## config.mk

```make
export PLATFORM = sky130hd
export DESIGN_NAME = ps2_dev_tx
export DESIGN_NICKNAME = d
export VERILOG_FILES = /design/src/rtl/ps2_pkg.sv /design/src/rtl/ps2_fifo.sv /design/src/rtl/ps2_dev_tx.sv
export SDC_FILE = /design/constraint.sdc
export NUM_CORES = 1
export LEC_CHECK = 0
export BUFFER_PORTS_ARGS = -buffer_cell sky130_fd_sc_hd__buf_2
export CAP_MARGIN = 20
export CORE_UTILIZATION = 45
export DETAILED_ROUTE_END_ITERATION = 8
export PLACE_DENSITY_LB_ADDON = 0.3
export SLEW_MARGIN = 25
export SYNTH_ARGS = -nofsm -noshare
export SYNTH_HDL_FRONTEND = slang
export SYNTH_SLANG_ARGS = --single-unit
```

## constraint.sdc

```tcl
create_clock -name clk_sys -period 4.5 [get_ports clk_sys]
set_input_delay 0.225 -clock clk_sys [delete_from_list [all_inputs] [get_ports clk_sys]]
set_output_delay 0.225 -clock clk_sys [all_outputs]
set_load 0.01 [all_outputs]
```

## src/rtl/ps2_pkg.sv

```systemverilog
// Shared types and helpers for the PS/2 device transmitter.
package ps2_pkg;

    typedef enum logic [1:0] {
        ST_IDLE = 2'd0,
        ST_XMIT = 2'd1,
        ST_GAP  = 2'd2
    } ps2_state_e;

    localparam int FRAME_BITS = 11;

    // PS/2 uses odd parity: the nine data+parity bits carry an odd number of ones.
    function automatic logic odd_parity(input logic [7:0] data);
        return ~(^data);
    endfunction

endpackage

```

## src/rtl/ps2_fifo.sv

```systemverilog
// Byte FIFO feeding the PS/2 transmitter; level carries one extra bit to tell full from empty.
module ps2_fifo
    import ps2_pkg::*;
#(
    parameter int FIFO_BITS = 3
) (
    input  logic                 clk_sys,
    input  logic                 reset_n,
    input  logic                 wr,
    input  logic [7:0]           din,
    input  logic                 pop,
    input  logic                 flush,
    output logic [7:0]           dout,
    output logic [FIFO_BITS:0]   level
);

    localparam int                 DEPTH   = 1 << FIFO_BITS;
    localparam logic [FIFO_BITS-1:0] PTR_ONE = FIFO_BITS'(1'b1);
    localparam logic [FIFO_BITS:0]   LVL_ONE = (FIFO_BITS+1)'(1'b1);

    logic [7:0]           mem_r [DEPTH];
    logic [FIFO_BITS-1:0] wr_ptr_r;
    logic [FIFO_BITS-1:0] rd_ptr_r;
    logic [FIFO_BITS:0]   level_r;
    logic                 push_s;

    assign push_s = wr & ~flush;

    // Storage array, written at the tail.
    always_ff @(posedge clk_sys) begin
        if (push_s) begin
            mem_r[wr_ptr_r] <= din;
        end
    end

    // Pointers wrap naturally at 2**FIFO_BITS; flush empties in one cycle.
    always_ff @(posedge clk_sys or negedge reset_n) begin
        if (!reset_n) begin
            wr_ptr_r <= '0;
            rd_ptr_r <= '0;
            level_r  <= '0;
        end else if (flush) begin
            wr_ptr_r <= '0;
            rd_ptr_r <= '0;
            level_r  <= '0;
        end else begin
            if (push_s) begin
                wr_ptr_r <= wr_ptr_r + PTR_ONE;
            end
            if (pop) begin
                rd_ptr_r <= rd_ptr_r + PTR_ONE;
            end
            case ({push_s, pop})
                2'b10:   level_r <= level_r + LVL_ONE;
                2'b01:   level_r <= level_r - LVL_ONE;
                default: level_r <= level_r;
            endcase
        end
    end

    assign dout  = mem_r[rd_ptr_r];
    assign level = level_r;

endmodule

```

## src/rtl/ps2_dev_tx.sv

```systemverilog
// PS/2 device-to-host transmitter: clock divider, frame FSM and host-inhibit handling around a byte FIFO.
module ps2_dev_tx
    import ps2_pkg::*;
#(
    parameter int FIFO_BITS = 3,
    parameter int PS2DIV    = 100
) (
    input  logic                 clk_sys,
    input  logic                 reset_n,
    input  logic                 wr,
    input  logic [7:0]           din,
    input  logic                 flush,
    input  logic                 ps2_clk_in,
    output logic                 ps2_clk_out,
    output logic                 ps2_data_out,
    output logic                 busy,
    output logic [FIFO_BITS:0]   level,
    output logic                 full,
    output logic                 overflow
);

    localparam int                 DEPTH    = 1 << FIFO_BITS;
    localparam logic [FIFO_BITS:0] DEPTH_L  = (FIFO_BITS+1)'(DEPTH);
    localparam logic [FIFO_BITS:0] LVL_ONE  = (FIFO_BITS+1)'(1'b1);
    localparam logic [FIFO_BITS:0] LVL_ZERO = (FIFO_BITS+1)'(1'b0);
    localparam logic [11:0]        DIV_MAX  = 12'(PS2DIV);
    localparam logic [3:0]         LAST_BIT = 4'(FRAME_BITS - 1);

    ps2_state_e         state_r, state_nxt;
    logic [11:0]        div_cnt_r;
    logic               clk_ps2_r, clk_ps2_nxt_s;
    logic               div_wrap_s, tick_s, fall_s;
    logic               clk_meta_r, clk_sync_r, inhibit_s;
    logic [3:0]         bit_cnt_r, bit_nxt_s;
    logic [9:0]         shift_r, shift_nxt_s;
    logic               data_r, data_nxt_s;
    logic               clk_out_r, busy_r, full_r, overflow_r;
    logic               pop_s, wr_acc_s;
    logic [7:0]         head_s;
    logic [FIFO_BITS:0] level_s, level_nxt_s;

    ps2_fifo #(.FIFO_BITS(FIFO_BITS)) u_fifo (
        .clk_sys (clk_sys),
        .reset_n (reset_n),
        .wr      (wr_acc_s),
        .din     (din),
        .pop     (pop_s),
        .flush   (flush),
        .dout    (head_s),
        .level   (level_s)
    );

    assign div_wrap_s    = (div_cnt_r == DIV_MAX);
    assign tick_s        = div_wrap_s & ~clk_ps2_r;
    assign fall_s        = div_wrap_s & clk_ps2_r;
    assign clk_ps2_nxt_s = clk_ps2_r ^ div_wrap_s;
    assign inhibit_s     = ~clk_sync_r;

    // Half-period divider producing the internal PS/2 clock.
    always_ff @(posedge clk_sys or negedge reset_n) begin
        if (!reset_n) begin
            div_cnt_r <= 12'd0;
            clk_ps2_r <= 1'b0;
        end else if (div_wrap_s) begin
            div_cnt_r <= 12'd0;
            clk_ps2_r <= ~clk_ps2_r;
        end else begin
            div_cnt_r <= div_cnt_r + 12'd1;
        end
    end

    // Two-flop synchroniser for the asynchronous host clock line.
    always_ff @(posedge clk_sys or negedge reset_n) begin
        if (!reset_n) begin
            clk_meta_r <= 1'b1;
            clk_sync_r <= 1'b1;
        end else begin
            clk_meta_r <= ps2_clk_in;
            clk_sync_r <= clk_meta_r;
        end
    end

    // FSM state and frame datapath registers.
    always_ff @(posedge clk_sys or negedge reset_n) begin
        if (!reset_n) begin
            state_r   <= ST_IDLE;
            bit_cnt_r <= 4'd0;
            shift_r   <= 10'd0;
        end else begin
            state_r   <= state_nxt;
            bit_cnt_r <= bit_nxt_s;
            shift_r   <= shift_nxt_s;
        end
    end

    // Next-state logic; the host inhibits by holding the clock low at our falling edge.
    always_comb begin
        state_nxt = state_r;
        if (flush) begin
            state_nxt = ST_IDLE;
        end else begin
            case (state_r)
                ST_IDLE: begin
                    if (tick_s && (level_s != LVL_ZERO) && !inhibit_s) begin
                        state_nxt = ST_XMIT;
                    end else begin
                        state_nxt = ST_IDLE;
                    end
                end
                ST_XMIT: begin
                    if (fall_s && inhibit_s) begin
                        state_nxt = ST_IDLE;
                    end else if (tick_s && (bit_cnt_r == LAST_BIT)) begin
                        state_nxt = ST_GAP;
                    end else begin
                        state_nxt = ST_XMIT;
                    end
                end
                ST_GAP: begin
                    if ((fall_s && inhibit_s) || tick_s) begin
                        state_nxt = ST_IDLE;
                    end else begin
                        state_nxt = ST_GAP;
                    end
                end
                default: state_nxt = ST_IDLE;
            endcase
        end
    end

    // The head byte is popped only on leaving GAP, so an aborted frame is resent whole.
    assign pop_s    = (state_r == ST_GAP) & tick_s & ~flush;
    assign wr_acc_s = wr & ~flush & (~full_r | pop_s);

    // Output/datapath logic: shift register holds data, parity, stop after the start bit.
    always_comb begin
        bit_nxt_s   = bit_cnt_r;
        shift_nxt_s = shift_r;
        data_nxt_s  = data_r;
        if (flush || (state_nxt == ST_IDLE)) begin
            bit_nxt_s  = 4'd0;
            data_nxt_s = 1'b1;
        end else if (state_r == ST_IDLE) begin
            bit_nxt_s   = 4'd0;
            shift_nxt_s = {1'b1, odd_parity(head_s), head_s};
            data_nxt_s  = 1'b0;
        end else if (tick_s && (state_r == ST_XMIT)) begin
            bit_nxt_s   = bit_cnt_r + 4'd1;
            data_nxt_s  = shift_r[0];
            shift_nxt_s = {1'b1, shift_r[9:1]};
        end else begin
            bit_nxt_s = bit_cnt_r;
        end
    end

    assign level_nxt_s = level_s + (wr_acc_s ? LVL_ONE : LVL_ZERO) - (pop_s ? LVL_ONE : LVL_ZERO);

    // Registered line drives and status, computed from next-state values to stay cycle-aligned.
    always_ff @(posedge clk_sys or negedge reset_n) begin
        if (!reset_n) begin
            clk_out_r  <= 1'b1;
            data_r     <= 1'b1;
            busy_r     <= 1'b0;
            full_r     <= 1'b0;
            overflow_r <= 1'b0;
        end else begin
            clk_out_r <= clk_ps2_nxt_s | (state_nxt == ST_IDLE);
            data_r    <= data_nxt_s;
            busy_r    <= (state_nxt != ST_IDLE);
            if (flush) begin
                full_r     <= 1'b0;
                overflow_r <= 1'b0;
            end else begin
                full_r     <= (level_nxt_s == DEPTH_L);
                overflow_r <= overflow_r | (wr & full_r & ~pop_s);
            end
        end
    end

    assign ps2_clk_out  = clk_out_r;
    assign ps2_data_out = data_r;
    assign busy         = busy_r;
    assign full         = full_r;
    assign overflow     = overflow_r;
    assign level        = level_s;

endmodule

```

== Word-level counts from Yosys, hierarchy flattened ==
Memory sizes are Yosys's and may differ from the RTL's.
Cells that the tools add are included.
Word-level totals
  flip-flop bits (word level): 46
  bits in writable memories: 64
  output and inout port bits: 9
  word-level logic and storage cells: 96
  memories: 1
Memories
  u_fifo.mem_r: depth 8, bits a word 8, read ports 1, clocked after Yosys merged registers in 0, wr ports 1, RTL line ps2_fifo.sv:21  | logic [7:0] mem_r [DEPTH];
Operators by class
  $add $sub $neg: 8
  equal/unequal tests: 7
  muxes and demuxes: 27
  bitwise gates (word level): 20
  reductions and logical operators: 18
Operators with widths (count)
  2-to-1 mux 10 bit: 2
  2-to-1 mux 4 bit: 4
  adder 12 x 1 -> 12 bit (second input constant): 1
  equality test 12 x 7 -> 1 bit (second input constant): 1
  2-to-1 mux 12 bit: 1
  2-to-1 mux 3 bit: 4
  2-to-1 mux 1 bit: 10
  AND 1 bit: 9
  adder 4 x 1 -> 4 bit (second input constant): 2
  equality test 4 bit (second input constant): 2
  2-to-1 mux 2 bit: 4
  case mux 4 bit (2 select lines): 1
  nonzero test 2 bit: 4
  XOR reduction 8 bit: 1
  NOT 1 bit: 7
  adder 3 x 1 -> 3 bit (second input constant): 2
  case mux 2 bit (3 select lines): 1
  nonzero test 3 bit: 2
  logical AND 1 bit: 5
  adder 4 x 1 -> 4 bit: 1
  equality test 2 x 1 -> 1 bit (second input constant): 2
  equality test 2 bit (second input constant): 2
  zero test 2 bit: 2
  nonzero test 4 bit: 1
  6 further kinds: 9

== Logic depth before layout (Yosys ltp) ==
  word-level depth: 11
  depth in mapped cells: 17

== Hierarchy ==
From an unflattened synthesis, not the netlist that was laid out.
Unflattened totals
  cells, all modules: 340
  area total of the unflattened synthesis: 5097.4 sq um
Modules (own cells, without submodules)
  ps2_fifo: times used 1, cells each 170, area an instance 3143.0 sq um, sequential area each 2172.1 sq um
  ps2_dev_tx: times used 1, cells each 170, area an instance 1954.4 sq um, sequential area each 905.9 sq um

== Least setup slack after synthesis ==
Ideal clock, no wire load.
  path type: register -> register
  from: register div_cnt_r[3]
  to: memory u_fifo.mem_r[2][0] (enable)
  setup time: 0.398 ns
  arrival: 3.511 ns
  data required time: 4.102 ns
  setup slack: 0.591 ns
  stages on the path, launching flop included: 10
  buffers on the path: 1
  period minus slack after synthesis: 3.909 ns
  cell sequence: dfrtp_1 > nor4b_1 > nand4_1 > nor4_2 > ha_1 > clkbuf_1 > nand3b_1 > o21ai_1 > nand3_1 > nor4b_1
On the way
  cells in the longest elaborated chain, start to end: 9
RTL lines
  start: declaration: RTL line ps2_dev_tx.sv:30  | logic [11:0] div_cnt_r;
  start signal: assignment: RTL line ps2_dev_tx.sv:68  | div_cnt_r <= div_cnt_r + 12'd1;
  equality test 12 x 7 -> 1 bit: RTL line ps2_dev_tx.sv:53  | assign div_wrap_s = (div_cnt_r == DIV_MAX);
  AND 1 bit: RTL line ps2_dev_tx.sv:54  | assign tick_s = div_wrap_s & ~clk_ps2_r;
  AND 1 bit (2 in a row): RTL line ps2_dev_tx.sv:132  | assign pop_s = (state_r == ST_GAP) & tick_s & ~flush;
  OR 1 bit: RTL line ps2_dev_tx.sv:133  | assign wr_acc_s = wr & ~flush & (~full_r | pop_s);
  AND 1 bit: RTL line ps2_dev_tx.sv:133
  AND 1 bit: RTL line ps2_fifo.sv:27  | assign push_s = wr & ~flush;
  2-to-1 mux 1 bit: RTL line ps2_fifo.sv:31  | if (push_s) begin
  2-to-1 mux 1 bit (not written as such): RTL line ps2_fifo.sv:32  | mem_r[wr_ptr_r] <= din;
  end: declaration: RTL line ps2_fifo.sv:21
Every way passes these cells.

== Worst setup path after layout ==
  from: register div_cnt_r[3]
  to: register full_r, in the netlist full
On the way
  cells in the longest elaborated chain, start to end: 11
  elaborated cells on any way between the ends: 12
  classes of those cells: add/sub (2); eq/ne (2); mux (3); bitwise (5)
RTL lines
  equality test 12 x 7 -> 1 bit *: RTL line ps2_dev_tx.sv:53
  AND 1 bit *: RTL line ps2_dev_tx.sv:54
  AND 1 bit * (2 in a row): RTL line ps2_dev_tx.sv:132
  OR 1 bit: RTL line ps2_dev_tx.sv:133
  AND 1 bit: RTL line ps2_dev_tx.sv:133
  2-to-1 mux 1 bit: RTL line ps2_dev_tx.sv:156  | assign level_nxt_s = level_s + (wr_acc_s ? LVL_ONE : LVL_ZERO) - (pop_s ? LVL_ONE : LVL_ZERO);
  adder 4 x 1 -> 4 bit: RTL line ps2_dev_tx.sv:156
  subtractor 4 x 1 -> 4 bit *: RTL line ps2_dev_tx.sv:156
  equality test 4 bit *: RTL line ps2_dev_tx.sv:174  | full_r <= (level_nxt_s == DEPTH_L);
  2-to-1 mux 1 bit *: RTL line ps2_dev_tx.sv:170  | if (flush) begin
  end signal: assignment: RTL line ps2_dev_tx.sv:174
  end: declaration: RTL line ps2_dev_tx.sv:37  | logic clk_out_r, busy_r, full_r, overflow_r;
Mark *: on every way between the ends. The rest lies on a longest branch, timed or not.
A chain may end at the register's enable or synchronous reset.

==> results.sh <==
export IMPL_fin_tns_setup_ps=0
export IMPL_hold_buffers=1
export IMPL_pin_count=22
export IMPL_synth_nets=384
export IMPL_r2r_start="div_cnt_r[3]"
export IMPL_status="finished, final reports clean"
export IMPL_p_sw_mw=0.463
export IMPL_synthArstFlopShare=0.418
export IMPL_synth_main_ff_cell="edfxtp_1"
export IMPL_setup_viol=0
export IMPL_synth_area_per_cell_um2=14.1
export IMPL_yosys_warnings=0
export IMPL_cts_tree="built"
export IMPL_reg2regPathDepth=16
export IMPL_required_ps=4770
export IMPL_synth_area_um2=4990
export IMPL_initial_core_util=0.460
export IMPL_final_net_count=411
export IMPL_gp_congestion=0.773
export IMPL_worst_setup_path_end_kind="flop"
export IMPL_critPathSlowestCell="dfrtp_1"
export IMPL_finClkSkew_ps=11.1
export IMPL_viasPerCell=5.25
export IMPL_critPathBufInv=3
export IMPL_antenna_found_initial=0
export IMPL_clk_pin_slew_ps=100
export IMPL_power_frac_clock=0.294
export IMPL_std_cell_rows=38
export IMPL_cts_made_buffers=9
export IMPL_reg2reg_setup_slack_ps=470
export IMPL_crit_family="simple AND/OR/NAND/NOR gates"
export IMPL_cts_root_buffer_cell="clkbuf_8"
export IMPL_diodes=0
export IMPL_cp_start_kind="flop"
export IMPL_detail_route_antenna_nets=0
export IMPL_wirelength_mm=8.40
export IMPL_dp_hpwl_mm=5.48
export IMPL_grt_usage=0.166
export IMPL_combPwrFrac=0.096
export IMPL_slew_violations=0
export IMPL_wire_per_inst_um=15.9
export IMPL_ys_seq_area_frac=0.617
export IMPL_crit_chain="nor4b_1 > nand4_1 > nor4_2 > buf_4 > ha_1 > nand3b_1 > o21ai_1 > nand3_1 > ha_1 > inv_1 > ha_1 > inv_1 > fa_1 > xnor2_1 > nor3_1 > and3_1"
export IMPL_fp_dieH_um=107
export IMPL_synth_top_area_frac=0.385
export IMPL_p_int_mw=1.40
export IMPL_holdPathEnd="u_fifo.mem_r[7][3]"
export IMPL_htree_levels=3
export IMPL_hold_viol=0
export IMPL_cp_max_fo=9
export IMPL_drive_above_1_share=0.183
export IMPL_max_freq_ghz=0.248
export IMPL_drt_iter0_markers=157
export IMPL_drcViolationCount=0
export IMPL_p_per_area_nw_per_um2=343
export IMPL_area_growth_pct=9.03
export IMPL_worst_ep_arrival_time_ps=4290
export IMPL_placedInstanceArea_um2=5240
export IMPL_period_needed_ps=4030
export IMPL_slew_headroom=0.403
export IMPL_fin_cells=527
export IMPL_clockBufferDepth=2
export IMPL_port_buffers=21
export IMPL_die_w_um=107
export IMPL_final_cell_area_um2=5440
export IMPL_die_area_um2=11500
export IMPL_worst_slew_pin_slew_ps=892
export IMPL_ys_top_cells_by_area="edfxtp_1, dfrtp_1, mux4_2"
export IMPL_worst_setup_path_type="flop to flop"
export IMPL_grt_max_degree=47
export IMPL_leakage_nw=2.10
export IMPL_grt_overflow=0
export IMPL_synth_edf_count=64
export IMPL_synth_seq_cells=110
export IMPL_core_area_um2=10800
export IMPL_synth_area_leader_cell="edfxtp_1"
export IMPL_grt_pass1_vias=2795
export IMPL_clk_latency_ps=370
export IMPL_power_share_sequential=0.610
export IMPL_ir_worst_vdd_mv=0.321
export IMPL_slowest_delay_ps=420
export IMPL_syn_inst=355
export IMPL_grt_setup_unrepaired="no"
export IMPL_ctsResizeCount=0
export IMPL_whs_path_depth=1
export IMPL_ys_types=53
export IMPL_first_pass_iters=4
export IMPL_grt_pass1_wl_mm=14.2
export IMPL_post_cts_buffers=0
export IMPL_vias=2766
export IMPL_dpl_cell_count=509
export IMPL_switching_share=0.248
export IMPL_power_total_mw=1.87
export IMPL_r2r_end="full"
export IMPL_min_delay_start="din[3]"
export IMPL_clkSinkCount=110
export IMPL_fin_crit_sh=0.894
export IMPL_cap_violations=0
export IMPL_hold_class="input pin to flop"
export IMPL_crit_top_cell="ha_1"
[per-stage QoR]
stage	setup WS, ps	utilization	hold slack, ps
final	475	0.502	116
after global routing	17.7	0.502	97.7
after CTS	448	0.501	57.2
after detailed placement	483	0.483	344
after global placement	692	0.483	343
after floorplan	591	-	-70.6
[cell usage in the layout, fill, tap and decap left out, types with 3 or more instances in the layout]
master,count
a21o_1,3
a21oi_1,5
and3_1,5
buf_2,20
buf_4,10
clkbuf_8,9
dfrtp_1,42
dfstp_2,4
edfxtp_1,64
ha_1,15
inv_1,16
mux2i_1,9
mux4_1,3
mux4_2,13
nand2_1,29
nand3_1,7
nand4_1,4
nor2_1,24
nor2b_1,5
nor3_1,9
o21ai_0,13
o21ai_1,11
xnor2_1,16
xor2_1,7
[worst max path at each step]
stage	start	end	depth (start not counted)
3_3_place_gp	div_cnt_r[3]	full	16
3_5_place_dp	div_cnt_r[3]	full	16
6_report	div_cnt_r[3]	full	16
5_1_grt	div_cnt_r[3]	full	16
4_1_cts	div_cnt_r[3]	full	16
2_1_floorplan	div_cnt_r[3]	u_fifo.mem_r[2][0]	9
[per-layer routing]
metal,part of all wire,track usage,up-vias
met5,0,0,-
met1,0.49,0.227,1364
met3,0.028,0.0472,14
met4,0.018,0.0597,0
li1,-,-,1350
met2,0.47,0.253,38
[synthesized netlist by cell type (all sizes together) (5+ instances only)]
cell type,instances
clkbuf,7
nor2,24
dfrtp,42
inv,16
buf,9
nand3,7
nor2b,5
o21ai,24
xor2,8
nor3,9
xnor2,18
edfxtp,64
nand2,29
ha,15
and3,5
a21oi,5
mux2i,12
mux4,16
[cell type report]
cell class	count	area, um^2
clock buffer	11	131
clock inverter	5	48.8
fill	936	5400
inverter	16	60.1
multi-input combinational	213	1750
sequential	110	3080
tap	140	175
timing repair buffer	32	195
[power by group through the flow]
stage                     clock network [mW]  logic [mW]  registers [mW]
final                                  0.548       0.180            1.14
after CTS                              0.573       0.182            1.14
after detailed placement                   0       0.180            1.16
after floorplan                            0       0.121            1.16
after global placement                     0       0.175            1.16
after global routing                   0.606       0.203            1.14
[cells by family (layout without fill, tap and decap cells)]
group / count (synthesis) / after routing / synth area share
flip-flops: 110 / 110 / 0.617
buffers and inverters: 32 / 64 / 0.0346
XOR/XNOR: 26 / 26 / 0.0502
AO/OA/AOI/OAI: 42 / 42 / 0.0514
AND/OR/NAND/NOR: 101 / 101 / 0.103
adder cells (fa/ha/maj): 16 / 16 / 0.0416
multiplexers: 28 / 28 / 0.103
[registers in the layout, summed over array words and instances, names as in the netlist]
signal           count
u_fifo.rd_ptr_r      3
u_fifo.wr_ptr_r      3
bit_cnt_r            4
full                 1
state_r              2
u_fifo.level         4
u_fifo.mem_r        64
ps2_data_out         1
clk_ps2_r            1
clk_meta_r           1
overflow             1
div_cnt_r           12
shift_r             10
busy                 1
ps2_clk_out          1
clk_sync_r           1
Power figures use the tool's default switching activity.
